==> src/rtl/fetch_pkg.sv <==
// Shared types and constants for the instruction-fetch stage.
package fetch_pkg;

    localparam logic [31:0] WORD_BYTES = 32'd4;
    localparam logic [31:0] NOP_INS    = 32'h0000_0013;  // addi x0,x0,0

    typedef enum logic [1:0] {
        BOOT = 2'd0,
        RUN  = 2'd1,
        HALT = 2'd2
    } fetch_state_t;

endpackage

==> src/rtl/fetch_next_pc.sv <==
// Combinational next-state logic for instruction fetch: picks the next PC,
// the next FSM state and what the IF/ID register should load.
// Optional feature macro: FETCH_MISALIGN_CHECK_EN (misaligned redirect halts).
module fetch_next_pc
    import fetch_pkg::*;
#(
    parameter int unsigned IMEM_WORDS = 1024,
    parameter logic [31:0] BUBBLE_INS = NOP_INS
) (
    input  fetch_state_t i_state,
    input  logic [31:0]  i_pc,
    input  logic [31:0]  i_ins,
    input  logic         i_stall,
    input  logic         i_redirect,
    input  logic [31:0]  i_redirect_pc,
    input  logic         i_halt,
    output logic [31:0]  o_pc_nxt,
    output fetch_state_t o_state_nxt,
    output logic         o_id_load,     // update valid/ins fields
    output logic         o_id_cap_pc,   // also update pc/pc4 fields
    output logic         o_id_valid,
    output logic [31:0]  o_id_ins
`ifdef FETCH_MISALIGN_CHECK_EN
    ,
    output logic         o_mis_set,
    output logic         o_mis_clr
`endif
);

    localparam logic [32:0] IMEM_BYTES = 33'(IMEM_WORDS) * 33'(WORD_BYTES);

    logic        w_in_range;
    logic [31:0] w_tgt;
    logic        w_redir_ok;

    assign w_in_range = ({1'b0, i_pc} < IMEM_BYTES);
    assign w_tgt      = i_redirect_pc & ~(WORD_BYTES - 32'd1);

`ifdef FETCH_MISALIGN_CHECK_EN
    logic w_redir_seen;
    assign w_redir_ok   = ((i_redirect_pc & (WORD_BYTES - 32'd1)) == 32'd0);
    assign w_redir_seen = i_redirect && (i_state == RUN || i_state == HALT);
    assign o_mis_set    = w_redir_seen && !w_redir_ok;
    assign o_mis_clr    = w_redir_seen &&  w_redir_ok;
`else
    assign w_redir_ok   = 1'b1;
`endif

    // Priority in RUN: redirect > stall > halt > advance; HALT only listens to redirect
    always_comb begin
        o_pc_nxt    = i_pc;
        o_state_nxt = i_state;
        o_id_load   = 1'b0;
        o_id_cap_pc = 1'b0;
        o_id_valid  = 1'b0;
        o_id_ins    = BUBBLE_INS;
        case (i_state)
            BOOT: o_state_nxt = RUN;
            RUN: begin
                if (i_redirect) begin
                    // the stalled IF/ID entry is wrong-path, so bubble it
                    o_id_load = 1'b1;
                    if (w_redir_ok) o_pc_nxt    = w_tgt;
                    else            o_state_nxt = HALT;
                end else if (i_stall) begin
                    o_id_load = 1'b0;
                end else if (i_halt) begin
                    o_id_load   = 1'b1;
                    o_state_nxt = HALT;
                end else begin
                    o_id_load   = 1'b1;
                    o_id_cap_pc = 1'b1;
                    o_pc_nxt    = i_pc + WORD_BYTES;
                    if (w_in_range) begin
                        o_id_valid = 1'b1;
                        o_id_ins   = i_ins;
                    end
                end
            end
            HALT: begin
                o_id_load = 1'b1;
                if (i_redirect && w_redir_ok) begin
                    o_pc_nxt    = w_tgt;
                    o_state_nxt = RUN;
                end
            end
            default: o_state_nxt = BOOT;
        endcase
    end

endmodule

==> src/rtl/instruction_fetch.sv <==
// Instruction-fetch stage: PC register, BOOT/RUN/HALT FSM and IF/ID register.
// Optional feature macro: FETCH_MISALIGN_CHECK_EN adds misalign_o.
module instruction_fetch #(
    parameter logic [31:0] RESET_VECTOR = 32'h0000_0000,
    parameter int unsigned IMEM_WORDS   = 1024,
    parameter logic [31:0] NOP_INS      = fetch_pkg::NOP_INS
) (
    input  logic        clk,
    input  logic        rst_n,
    input  logic        stall_i,
    input  logic        redirect_i,
    input  logic [31:0] redirect_pc_i,
    input  logic        halt_i,
    output logic [31:0] pc_addr_o,
    input  logic [31:0] ins_i,
    output logic        id_valid_o,
    output logic [31:0] id_ins_o,
    output logic [31:0] id_pc_o,
    output logic [31:0] id_pc4_o,
    output logic        halted_o
`ifdef FETCH_MISALIGN_CHECK_EN
    ,
    output logic        misalign_o
`endif
);
    import fetch_pkg::*;

    fetch_state_t r_state, w_state_nxt;
    logic [31:0]  r_pc, w_pc_nxt;
    logic         r_id_valid, w_id_valid;
    logic [31:0]  r_id_ins, w_id_ins;
    logic [31:0]  r_id_pc, r_id_pc4;
    logic         w_id_load, w_id_cap_pc;

`ifdef FETCH_MISALIGN_CHECK_EN
    logic r_misalign, w_mis_set, w_mis_clr;
`endif

    fetch_next_pc #(
        .IMEM_WORDS (IMEM_WORDS),
        .BUBBLE_INS (NOP_INS)
    ) u_next_pc (
        .i_state       (r_state),
        .i_pc          (r_pc),
        .i_ins         (ins_i),
        .i_stall       (stall_i),
        .i_redirect    (redirect_i),
        .i_redirect_pc (redirect_pc_i),
        .i_halt        (halt_i),
        .o_pc_nxt      (w_pc_nxt),
        .o_state_nxt   (w_state_nxt),
        .o_id_load     (w_id_load),
        .o_id_cap_pc   (w_id_cap_pc),
        .o_id_valid    (w_id_valid),
        .o_id_ins      (w_id_ins)
`ifdef FETCH_MISALIGN_CHECK_EN
        ,
        .o_mis_set     (w_mis_set),
        .o_mis_clr     (w_mis_clr)
`endif
    );

    // PC and FSM state
    always_ff @(posedge clk or negedge rst_n) begin
        if (!rst_n) begin
            r_pc    <= RESET_VECTOR;
            r_state <= BOOT;
        end else begin
            r_pc    <= w_pc_nxt;
            r_state <= w_state_nxt;
        end
    end

    // IF/ID register; bubbles keep the last pc/pc4 fields
    always_ff @(posedge clk or negedge rst_n) begin
        if (!rst_n) begin
            r_id_valid <= 1'b0;
            r_id_ins   <= NOP_INS;
            r_id_pc    <= RESET_VECTOR;
            r_id_pc4   <= RESET_VECTOR + WORD_BYTES;
        end else begin
            if (w_id_load) begin
                r_id_valid <= w_id_valid;
                r_id_ins   <= w_id_ins;
            end
            if (w_id_cap_pc) begin
                r_id_pc  <= r_pc;
                r_id_pc4 <= r_pc + WORD_BYTES;
            end
        end
    end

`ifdef FETCH_MISALIGN_CHECK_EN
    // Sticky misalign flag, cleared by the next accepted redirect
    always_ff @(posedge clk or negedge rst_n) begin
        if (!rst_n)         r_misalign <= 1'b0;
        else if (w_mis_set) r_misalign <= 1'b1;
        else if (w_mis_clr) r_misalign <= 1'b0;
    end
    assign misalign_o = r_misalign;
`endif

    assign pc_addr_o  = r_pc;
    assign id_valid_o = r_id_valid;
    assign id_ins_o   = r_id_ins;
    assign id_pc_o    = r_id_pc;
    assign id_pc4_o   = r_id_pc4;
    assign halted_o   = (r_state == HALT);

endmodule

==> config.mk <==
export PLATFORM = sky130hd
export DESIGN_NAME = instruction_fetch
export DESIGN_NICKNAME = d
export VERILOG_FILES = /design/src/rtl/fetch_pkg.sv /design/src/rtl/fetch_next_pc.sv /design/src/rtl/instruction_fetch.sv
export SDC_FILE = /design/constraint.sdc
export NUM_CORES = 1
export LEC_CHECK = 0
export BUFFER_PORTS_ARGS = -buffer_cell sky130_fd_sc_hd__buf_2
export CAP_MARGIN = 20
export CORE_MARGIN = 3
export CORE_UTILIZATION = 51
export DETAILED_ROUTE_END_ITERATION = 8
export MAX_ROUTING_LAYER = met4
export PLACE_DENSITY = 0.81
export SETUP_SLACK_MARGIN = 0.4
export SYNTH_ARGS = -nofsm -noshare
export SYNTH_HDL_FRONTEND = slang
export SYNTH_SLANG_ARGS = --single-unit
==> constraint.sdc <==
create_clock -name clk -period 2.9 [get_ports clk]
set_clock_uncertainty 0.1 [all_clocks]
set_input_delay 0.58 -clock clk [delete_from_list [all_inputs] [get_ports clk]]
set_output_delay 0.58 -clock clk [all_outputs]
set_load 0.02 [all_outputs]
==> results of run 1 <==
[registers in the layout, indices dropped and copies added (netlist names)]
signal,flops
id_pc_o,30
id_valid_o,1
pc_addr_o,30
r_state,2
id_pc4_o,30
id_ins_o,32
[layout make-up]
class | instances | area share [%]
flip-flops and latches | 125 | 41.00
well taps | 140 | 2.292
clock inverters | 6 | 1.408
repair buffers | 202 | 14.20
multi-input cells | 437 | 34.19
inverters | 8 | 0.3930
clock buffers | 25 | 6.484
diodes | 1 | 0.03275
[cell families after synthesis]
group                      synth area share [%]
adders and majority gates                0.8363
buffers and inverters                     4.746
AOI/OAI and AO/OA                         13.97
other                                   0.06266
DFF                                       52.35
xor gates and xnor gates                  4.098
muxes                                     6.168
and+or+nand+nor                           17.77
[where the power goes]
part	leakage (nW)	switching (mW)	internal [mW]
Combinational	1.71	2.17	1.33
Clock	0.293	0.730	1.43
Sequential	1.49	0.722	2.38
Total	3.49	3.63	5.14
[per-stage QoR]
step | instance area [sq um] | setup WS, ps | hold slack [ps] | cells | power, mW
global placement | 7033 | 698.7 | 353.8 | 912 | 6.463
CTS | 7636 | 569.0 | 70.79 | 943 | 8.817
detailed placement | 7033 | 614.2 | 365.7 | 912 | 6.617
global route | 7641 | 454.6 | 93.02 | 944 | 9.304
floorplan | 6003 | 693.7 | 184.4 | 626 | 5.389
finish | 7641 | 588.2 | 39.78 | 944 | 8.767
[layer usage]
layer | routed length [microns] | part of all wire (%)
met5 | 0 | 0
met4 | 387 | 2.4
met3 | 1224 | 7.7
met2 | 7874 | 49
met1 | 6470 | 41
[worst max path at each step]
stage                          to  slack [ps]  depth (start not counted)
CTS                      halted_o         570                          3
global placement    pc_addr_o[29]         700                          5
detailed placement  pc_addr_o[29]         610                          5
floorplan           pc_addr_o[16]         690                          7
global route         id_ins_o[10]         450                          8
finish                   halted_o         590                          3
[worst register-to-register path, cell delays in order, from the launching register on]
cell and delay (ps):
dfrtp_1 400, inv_1 90, ha_1 450, nor3_1 160, o22ai_2 140, buf_4 340, nor2_1 150, a22oi_1 190
nand3_1 100
[cells in the final DEF, fill, tap and decap left out, types with 3 or more instances in the layout]
cell type  instances
buf_2            189
dfrtp_1          121
nand2_1           89
nor2_1            55
a21oi_1           52
o21ai_0           39
mux2_2            31
nand3_1           21
xor2_1            18
clkbuf_16         17
nand4_1           12
o22ai_1           12
xnor2_1           10
and3_1             9
nor4_1             9
buf_4              9
inv_1              8
a2bb2oi_1          6
a31oi_1            6
conb_1             6
nor3_1             5
o22a_1             5
or3_1              5
ha_1               4
clkbuf_1           4
clkbuf_8           4
dfstp_2            4
o31a_1             3
and4_1             3
o21a_1             3
a22oi_1            3
bufinv_16          3
buf_12             3
==> qor.txt, run 1 <==
====================================================================================
Crit Reg-Reg Endpoint ................................................. pc_addr_o[26]
Footprint of the multi-input gates ....................................   2613 sq um
Weighted congestion at the end of routability-driven global placement .       0.8310
Vias in the first global route ........................................         5326
Post-synth top area cell ..............................................      dfrtp_1
Wire length of the first global-routing pass ..........................     26.08 mm
Avg Cell Area, Syn ....................................................  9.637 sq um
Library cells used by synthesis .......................................           53
Antenna violations before repair ......................................            1
Top cell types by occurrence after synthesis .......................... dfrtp_1, nand2_1, nor2_1
Sum of net half-perimeters after detailed placement ...................     11.21 mm
Core utilization of the finished layout ...............................       68.39%
Largest net degree at the start of global routing .....................           69
Worst Setup Start Kind ................................................     register
Top cells by area, synth .............................................. dfrtp_1, mux2_2, nand2_1, a21oi_1, nor2_1
Cell Area, Synth ......................................................   5984 sq um
Post-CTS setup-driven buffer insertion count ..........................            0
Power density cells ................................................... 1147 nW/um^2
Share of flip-flops with an asynchronous set or reset after synthesis .       100.0%
Data required time of the worst path ..................................      2220 ps
Hold bufs inserted after CTS ..........................................            0
Share of Yosys cell area claimed by the top area cell type ............       50.60%
Biggest cell delay along the critical path ............................       450 ps
Max-cap viol count ....................................................            0
Critical path peak fanout .............................................           12
Final layout net count ................................................          864
Timing startpoint of the critical path ................................   r_state[0]
Cell count after synthesis ............................................          621
Drt first pass iters ..................................................            5
Worst-case clock buffer depth .........................................            2
Worst flop-to-flop path startpoint ....................................   r_state[0]
Effective utilization at floorplan ....................................       53.56%
Total global routing track utilization ................................       25.94%
Clock tree root buffer cell ...........................................    clkbuf_16
Number of register bits inferred by synthesis .........................          125
Grt met3 use ..........................................................       6.818%
Clock tree from TritonCTS .............................................         done
Slowest cell on crit path .............................................         ha_1
Routed Antenna Nets ...................................................            0
Number of remaining DRC errors ........................................            0
Number of input and output port buffers inserted ......................          190
Number of gates resized after cts .....................................            0
Dominant register cell in the synthesized netlist .....................      dfrtp_1
Share of the cycle needed by the critical path after routing ..........       79.72%
Overflow left after global routing ....................................            0
Synthesis Warnings ....................................................            0
Achievable Freq .......................................................    432.6 MHz
Layout cell share with drive strength beyond 1 ........................       34.25%
Routing layer with the top usage in global route ......................         met2
Number of enable-type register cells in the synthesized netlist .......            0
Final count of negative-setup-slack endpoints .........................            0
Final Max Slew Viols ..................................................            0
Die X-Extent .......................................................... 114.3 microns
Transition time of the tightest slew-check pin ........................     639.4 ps
Number of sinks handled by clock tree synthesis .......................          125
Height of the die ..................................................... 114.3 microns
Number of filler cells placed in the layout ...........................          830
Area growth from synthesis to final layout ............................       27.68%
Final routed wire length divided by cell count ........................ 16.90 microns
Worst max-slew margin expressed relative to the limit .................       57.37%
Peak supply drop ......................................................    0.6650 mV
Wirelength, routed ....................................................     15.96 mm
H-tree Lvls ...........................................................            4
Data arrival at the endpoint of the critical path .....................      1630 ps
Total clock buffers created by CTS ....................................           17
Final-report hold violation count .....................................            0
Global-route track usage on met1 ......................................       32.17%
Critical path start-end classification ................................      reg2out
Status ................................................................    completed
Buf+Inv Stages, Crit Path .............................................            2
Worst-path clk slew ...................................................        50 ps
Leakage ...............................................................     3.491 nW
Core Rows .............................................................           38
Gate family responsible for the most delay along the worst path .......  adder cells
Fraction of the yosys area taken by sequential cells ..................       52.35%
Met2 track demand over resource in global routing .....................       40.59%
Area of the die .......................................................  13070 sq um
Chain of cells forming the critical path .............................. inv_1 -> ha_1 -> buf_2
Drt first-iter violations .............................................          394
Most repeated cell in the gate-level netlist after synthesis ..........      dfrtp_1
Clock Latency Late Sink ...............................................       420 ps
Vias per cell .........................................................        5.673
Register-to-register setup slack ......................................       650 ps
Critical Path End Type ................................................   output pin
Area of all sequential standard cells .................................   3133 sq um
Setup_tns .............................................................         0 ps
Length in cells of the worst reg-to-reg path ..........................            8
Time the worst path needs with I/O delays and setup ...................      2312 ps
Worst hold-check path type ............................................     in2async
Setup repair after global routing missed its margin ...................        false
Count of boundary I/O pins ............................................          199
DR vias ...............................................................         5355
Core region area ......................................................  11170 sq um
====================================================================================
No activity file was read; power rests on OpenSTA's default activity.
==> run 2, diff against run 1 <==
- ABC_AREA: default -> 1
- CORE_UTILIZATION: 51 -> 46
- PLACE_DENSITY: 0.81 -> 0.76
- clock period: 2.9 -> 2.05 ns (I/O delays scaled with it)
==> run 2 against run 1 <==
Against the previous run: setup slack got worse by 360 ps; flip-flop and latch count unchanged; routed wire length increased by 48%; clock power increased by 44%; combinational power rose by 80%; final area grew 24%; via count rose by 26%; critical path depth up 5; hold slack gained 77 ps; sequential power up 37%; non-clock buffer count rose by 53; largest power group unchanged.
==> qor.txt, run 2 <==
====================================================================================
Power density cells ................................................... 1446 nW/um^2   was 1147 nW/um^2
Peak supply drop ......................................................    0.8104 mV   was 0.6650 mV
DR vias ...............................................................         6773   was 5355
Fraction of the yosys area taken by sequential cells ..................       50.45%   was 52.35%
Number of enable-type register cells in the synthesized netlist .......            0   unchanged
Chain of cells forming the critical path .............................. buf_4 -> inv_1 -> nor2_2 -> nand2_1 -> o21ai_0 -> nand3_1 -> nand2_1 -> o21ai_0   was inv_1 -> ha_1 -> buf_2
Final routed wire length divided by cell count ........................ 18.91 microns   was 16.90 microns
H-tree Lvls ...........................................................            4   unchanged
Most repeated cell in the gate-level netlist after synthesis ..........      nand2_1   was dfrtp_1
Register-to-register setup slack ......................................       230 ps   was 650 ps
Die X-Extent .......................................................... 122.2 microns   was 114.3 microns
Top cells by area, synth .............................................. dfrtp_1, nand2_1, nor2_1, nand3_1, o21ai_0   was dfrtp_1, mux2_2, nand2_1, a21oi_1, nor2_1
Library cells used by synthesis .......................................           32   was 53
Crit Reg-Reg Endpoint ................................................. pc_addr_o[15]   was pc_addr_o[26]
Number of sinks handled by clock tree synthesis .......................          125   unchanged
Worst-case clock buffer depth .........................................            2   unchanged
Data required time of the worst path ..................................      2250 ps   was 2220 ps
Critical path start-end classification ................................      reg2reg   was reg2out
Share of flip-flops with an asynchronous set or reset after synthesis .       100.0%   unchanged
Biggest cell delay along the critical path ............................       450 ps   about the same
Worst min-delay path endpoint ......................................... id_ins_o[29]
Worst hold path stage count ...........................................            3
Drt first pass iters ..................................................            6   was 5
Max-cap viol count ....................................................            0   unchanged
Count of boundary I/O pins ............................................          199   unchanged
Critical path peak fanout .............................................            6   was 12
Effective utilization at floorplan ....................................       48.04%   was 53.56%
Top cell types by occurrence after synthesis .......................... nand2_1, dfrtp_1, nor2_1   was dfrtp_1, nand2_1, nor2_1
Final layout net count ................................................         1133   was 864
Worst hold-check path type ............................................       in2reg   was in2async
Sum of net half-perimeters after detailed placement ...................     13.87 mm   was 11.21 mm
Worst flop-to-flop path startpoint .................................... pc_addr_o[2]   was r_state[0]
Setup repair after global routing missed its margin ...................         true   was false
Wire length of the first global-routing pass ..........................     33.42 mm   was 26.08 mm
Status ................................................................    completed   unchanged
Core region area ......................................................  12930 sq um   was 11170 sq um
Final Max Slew Viols ..................................................            0   unchanged
Layout cell share with drive strength beyond 1 ........................       37.93%   was 34.25%
Area of all sequential standard cells .................................   3156 sq um   was 3133 sq um
Commonest non-fill, non-tap cell in the layout ........................      nand2_1   was buf_2
Number of register bits inferred by synthesis .........................          125   unchanged
Antenna violations before repair ......................................            0   was 1
Number of remaining DRC errors ........................................            0   unchanged
Worst Setup Start Kind ................................................     register   unchanged
Vias in the first global route ........................................         6393   was 5326
Length in cells of the worst reg-to-reg path ..........................            8   unchanged
Post-synth top area cell ..............................................      dfrtp_1   unchanged
Core Rows .............................................................           41   was 38
Clock Latency Late Sink ...............................................       420 ps   about the same
Number of filler cells placed in the layout ...........................          995   was 830
Leakage ...............................................................     4.852 nW   was 3.491 nW
Startpoint of the worst hold path .....................................    ins_i[29]
Clock tree root buffer cell ...........................................    clkbuf_16   unchanged
Share of Yosys cell area claimed by the top area cell type ............       48.76%   was 50.60%
Placed standard-cell area .............................................   7447 sq um   was 7033 sq um
Cell Area, Synth ......................................................   6210 sq um   was 5984 sq um
Clock tree from TritonCTS .............................................         done   unchanged
Avg Cell Area, Syn ....................................................  7.582 sq um   was 9.637 sq um
Footprint of the multi-input gates ....................................   3123 sq um   was 2613 sq um
Drt first-iter violations .............................................          718   was 394
Critical Path End Type ................................................     register   was output pin
Dominant register cell in the synthesized netlist .....................      dfrtp_1   unchanged
Setup_tns .............................................................         0 ps   unchanged
Slowest cell on crit path .............................................      dfrtp_2   was ha_1
Routed Antenna Nets ...................................................            0   unchanged
Cell count after synthesis ............................................          819   was 621
Share of the cycle needed by the critical path after routing ..........       88.83%
Worst max-slew margin expressed relative to the limit .................       62.83%   was 57.37%
Time the worst path needs with I/O delays and setup ...................      1821 ps
Largest net degree at the start of global routing .....................           51   was 69
Highest-count cells in the layout ignoring fill and taps .............. nand2_1, buf_2, dfrtp_1   was buf_2, dfrtp_1, nand2_1
Area of the die .......................................................  14930 sq um   was 13070 sq um
Max reg flops .........................................................           32   unchanged
Wirelength, routed ....................................................     23.54 mm   was 15.96 mm
Total non-filler cell area in the finished layout .....................   9447 sq um   was 7641 sq um
Synthesis Warnings ....................................................            0   unchanged
Area growth from synthesis to final layout ............................       52.13%   was 27.68%
Total global routing track utilization ................................       30.28%   was 25.94%
Vias per cell .........................................................        5.440   was 5.673
Final count of negative-setup-slack endpoints .........................            0   unchanged
Final-report hold violation count .....................................            0   unchanged
Data arrival at the endpoint of the critical path .....................      2020 ps   was 1630 ps
Achievable Freq .......................................................    549.1 MHz
Height of the die ..................................................... 122.2 microns   was 114.3 microns
Total clock buffers created by CTS ....................................           17   unchanged
Worst-path clk slew ...................................................        60 ps   was 50 ps
Antenna diodes ........................................................            0   was 1
Overflow left after global routing ....................................            0   unchanged
Weighted congestion at the end of routability-driven global placement .       0.9600   was 0.8310
Number of input and output port buffers inserted ......................          190   unchanged
Transition time of the tightest slew-check pin ........................     557.6 ps   was 639.4 ps
====================================================================================
run 2: power by group:
part	internal [mW]	switching, mW
clock	2.00	1.11
sequential	3.36	0.888
combinational	2.37	3.92
total	7.74	5.92
run 2: area by class of cell:
class | count | share of cell area [%]
multi-input combinational | 613 | 33.06
inverter | 46 | 1.960
sequential | 125 | 33.40
tap | 172 | 2.278
clock inverter | 10 | 1.470
timing repair buffer | 255 | 22.60
clock buffer | 22 | 5.020
timing repair inverter | 2 | 0.2119
run 2: stage by stage:
step	worst slack, ps	hold WS (ps)	total power [mW]	utilization (%)	instances
2_1_floorplan	404.2	14.41	7.103	-	824
3_5_place_dp	218.2	324.7	9.025	57.61	1166
5_1_grt	174.4	116.8	14.37	73.07	1245
4_1_cts	254.7	103.9	13.07	69.18	1233
6_report	228.9	117.2	13.66	73.07	1245
3_3_place_gp	220.7	321.7	8.935	57.61	1166
run 2: metal layers:
metal	vias to the layer above	wire [microns]	global-route usage, %	share of wire (%)
li1	3083	-	-	-
met1	3249	9248	37.01	39
met2	369	11360	49.00	48
met3	72	2016	7.010	8.6
met4	0	915	11.83	3.9
met5	-	0	-	0
run 2: worst max path at each step:
stage / from / end / slack [ps] / cells after the start
floorplan: r_state[0] / pc_addr_o[18] / 400 / 13
global placement: r_state[1] / id_ins_o[0] / 220 / 10
CTS: r_state[1] / id_ins_o[21] / 250 / 10
global route: r_state[0] / pc_addr_o[19] / 170 / 12
detailed placement: r_state[1] / id_ins_o[0] / 220 / 10
finish: pc_addr_o[2] / pc_addr_o[15] / 230 / 8
run 2: cells by family after synthesis:
logic type / Yosys count / synth area share, %
fa+ha+maj: 4 / 0.8060
buf+inv: 86 / 6.548
other cells: 1 / 0.06039
flops: 125 / 50.45
simple gates: 520 / 34.50
xor+xnor: 8 / 1.128
compound gates: 75 / 6.508
run 2: timing repair:
item | CTS | global route
setup endpoints to repair | 128 | 133
endpoints found under the hold margin | 32 | 0
hold buffers | 1 | 0
cloned | 16 | 5
buffers inserted | 18 | 7
pin swaps | 14 | 33
resized for setup | 77 | 98
run 2: critical path, delay by kind of cell, from the launching register on:
family	cells	cell delay, ps
AND/OR/NAND/NOR	4	510
flip-flops	1	450
AO/OA/AOI/OAI	2	420
buffers and inverters	2	220
==> run 3, diff against run 2 <==
- CORE_UTILIZATION: 46 -> 51
- PLACE_DENSITY: 0.76 -> 0.84
- clock period: 2.05 -> 1.9 ns (I/O delays scaled with it)
==> run 3 against run 2 <==
Against the previous run: the run now ends with DRC, setup timing left; setup slack worse by 640 ps; via count increased by 25%; sequential share of layout area is 3.2 points lower; critical path type unchanged; flip-flop and latch count did not move; largest power group unchanged; highest routed layer unchanged; critical path depth grew 1.
==> qor.txt, run 3 (same netlist as run 2, synthesis figures left out) <==
====================================================================================
Max reg flops .........................................................           32   unchanged
Buf+Inv Stages, Crit Path .............................................            0   was 2
Antenna diodes ........................................................            0   unchanged
Drt first-iter violations .............................................         1737   was 718
Layout cell share with drive strength beyond 1 ........................       47.49%   was 37.93%
Vias per cell .........................................................        6.604   was 5.440
Final-report hold violation count .....................................            0   unchanged
Time the worst path needs with I/O delays and setup ...................      2315 ps   was 1821 ps
Worst-path clk slew ...................................................        60 ps   about the same
Wire length of the first global-routing pass ..........................     35.78 mm   was 33.42 mm
Count of boundary I/O pins ............................................          199   unchanged
Proportion of power drawn by flip-flops and latches ...................        27.7%   was 31.1%
Leakage ...............................................................     5.342 nW   was 4.852 nW
Clock tree root buffer cell ...........................................    clkbuf_16   unchanged
Transition time of the tightest slew-check pin ........................     618.7 ps   was 557.6 ps
Drt first pass iters ..................................................            9   was 6
Number of input and output port buffers inserted ......................          190   unchanged
Cell repeated most along the worst path ...............................      nand2_1
Setup_tns .............................................................     -1520 ps   was 0 ps
Critical path start-end classification ................................      reg2reg   unchanged
Highest-count cells in the layout ignoring fill and taps .............. nand2_1, buf_2, dfrtp_1   unchanged
Final routed wire length divided by cell count ........................ 26.11 microns   was 18.91 microns
Core region area ......................................................  11660 sq um   was 12930 sq um
Worst hold-check path type ............................................       in2reg   unchanged
Net switching power figure ............................................     7.916 mW   was 5.921 mW
Share of total power in combinational logic ...........................        52.9%   was 46.1%
Die X-Extent .......................................................... 116.3 microns   was 122.2 microns
Area growth from synthesis to final layout ............................       68.31%   was 52.13%
Total clock buffers created by CTS ....................................           17   unchanged
Routed Antenna Nets ...................................................            0   unchanged
Number of sinks handled by clock tree synthesis .......................          125   unchanged
Setup repair after global routing missed its margin ...................         true   unchanged
Critical Path End Type ................................................     register   unchanged
Worst Setup Start Kind ................................................     register   unchanged
Total global routing track utilization ................................       36.03%   was 30.28%
Number of filler cells placed in the layout ...........................          456   was 995
Wirelength, routed ....................................................     33.42 mm   was 23.54 mm
Clock tree from TritonCTS .............................................         done   unchanged
Smallest setup slack after layout .....................................    -415.0 ps   was 228.9 ps
Core Rows .............................................................           39   was 41
Area of the die .......................................................  13540 sq um   was 14930 sq um
Final cell count without fillers ......................................         1280   was 1245
H-tree Lvls ...........................................................            4   unchanged
Biggest cell delay along the critical path ............................       530 ps   was 450 ps
Violations in the final reports ....................................... DRC, setup timing
Place WS ..............................................................     91.92 ps   was 218.2 ps
Internal Dissipation ..................................................     9.345 mW   was 7.743 mW
Worst max-slew margin expressed relative to the limit .................       58.60%   was 62.83%
Weighted congestion at the end of routability-driven global placement .       0.9961   was 0.9600
Gate family responsible for the most delay along the worst path ....... simple AND/OR/NAND/NOR gates   unchanged
Proportion of total power due to net switching ........................       45.86%   was 43.33%
Share of the cycle needed by the critical path after routing ..........       121.8%   was 88.83%
Chain of cells forming the critical path .............................. nand2_1 -> nor2_1 -> nand2_1 -> nor2_1 -> nand2_1 -> nand2_1 -> nand3_1 -> nand2_1 -> nand2_2   was buf_4 -> inv_1 -> nor2_2 -> nand2_1 -> o21ai_0 -> nand3_1 -> nand2_1 -> o21ai_0
Largest net degree at the start of global routing .....................           48   was 51
DR vias ...............................................................         8453   was 6773
Status ................................................................ complete, but fails checks   was completed
Footprint of the multi-input gates ....................................   3289 sq um   was 3123 sq um
Commonest non-fill, non-tap cell in the layout ........................      nand2_1   unchanged
Data arrival at the endpoint of the critical path .....................      2540 ps   was 2020 ps
Overflow left after global routing ....................................            0   unchanged
Area of all sequential standard cells .................................   3159 sq um   was 3156 sq um
Fraction of power consumed by the clock network .......................        19.4%   was 22.8%
Achievable Freq .......................................................    432.0 MHz   was 549.1 MHz
Effective utilization at floorplan ....................................       53.25%   was 48.04%
Power density cells ................................................... 1652 nW/um^2   was 1446 nW/um^2
Worst-case clock buffer depth .........................................            2   unchanged
Number of remaining DRC errors ........................................            6   was 0
Power Total ...........................................................     17.26 mW   was 13.66 mW
Data required time of the worst path ..................................      2120 ps   was 2250 ps
Slowest cell on crit path .............................................       nor2_1   was dfrtp_2
Placed cell count .....................................................         1147   was 1166
Max-cap viol count ....................................................            0   unchanged
Sum of net half-perimeters after detailed placement ...................     13.57 mm   was 13.87 mm
Final layout net count ................................................         1198   was 1133
Vias in the first global route ........................................         6877   was 6393
Peak supply drop ......................................................     1.296 mV   was 0.8104 mV
Clock Latency Late Sink ...............................................       440 ps   was 420 ps
Antenna violations before repair ......................................            0   unchanged
Critical path peak fanout .............................................            5   was 6
Height of the die ..................................................... 116.3 microns   was 122.2 microns
Final Max Slew Viols ..................................................            0   unchanged
Final count of negative-setup-slack endpoints .........................           34   was 0
====================================================================================
[run 3: repair_timing]
item,4_1_cts,5_1_grt
gates resized for setup,195,169
hold endpoints to repair,25,0
buffers inserted,44,21
hold buffers,1,0
setup endpoints to repair,157,160
gates cloned,11,25
pin swaps,21,43
[run 3: cell type report]
class | instances | area share (%)
multi-input cells | 613 | 31.47
clock buffers | 19 | 4.142
repair buffers | 319 | 28.68
flip-flops and latches | 125 | 30.23
clock inverters | 12 | 1.413
well taps | 143 | 1.712
inverters | 46 | 2.023
repair inverters | 3 | 0.3232
[run 3: power groups by stage]
| stage | clock (mW) | combinational [mW] | sequential, mW |
|---|---|---|---|
| 6_report | 3.35 | 9.13 | 4.79 |
| 3_5_place_dp | 0 | 5.48 | 4.44 |
| 4_1_cts | 3.26 | 7.18 | 4.49 |
| 3_3_place_gp | 0 | 5.41 | 4.41 |
| 2_1_floorplan | 0 | 2.30 | 5.45 |
| 5_1_grt | 3.45 | 9.45 | 4.81 |
[run 3: path summary, 6_finish.rpt]
kind,end,cells after the start,slack [ps],from
hold / removal,id_ins_o[25],3,80,ins_i[25]
min in group asynchronous,id_pc4_o[29],2,360,rst_n
max in group asynchronous,pc_addr_o[7],3,730,rst_n
hold reg to reg,id_pc4_o[4],2,370,id_pc4_o[4]
setup / recovery,pc_addr_o[27],9,-420,pc_addr_o[13]
setup reg to reg,pc_addr_o[27],9,-420,pc_addr_o[13]
[run 3: routing by layer]
metal  GRT usage [%]  part of all wire, %  vias up
met5               -                    0        -
met4           20.65                  9.7        0
met3           8.549                   15      387
met2           57.63                   43      972
met1           41.53                   32     3894
li1                -                    -     3200
[run 3: worst reg2reg max path, stage by stage (launching register included)]
cell     delay, ps
dfrtp_2        490
nand2_1        160
nor2_1         240
nand2_1        210
nor2_1         530
nand2_1        150
nand2_1        130
nand3_1         80
nand2_1         90
nand2_2         50
[run 3: metrics by stage]
stage	hold WS (ps)	utilization, %	area [sq um]
6_report	79.20	89.61	10450
5_1_grt	84.10	89.61	10450
4_1_cts	87.04	79.38	9258
3_5_place_dp	256.1	64.62	7536
3_3_place_gp	253.2	64.62	7536
2_1_floorplan	-15.59	-	6337
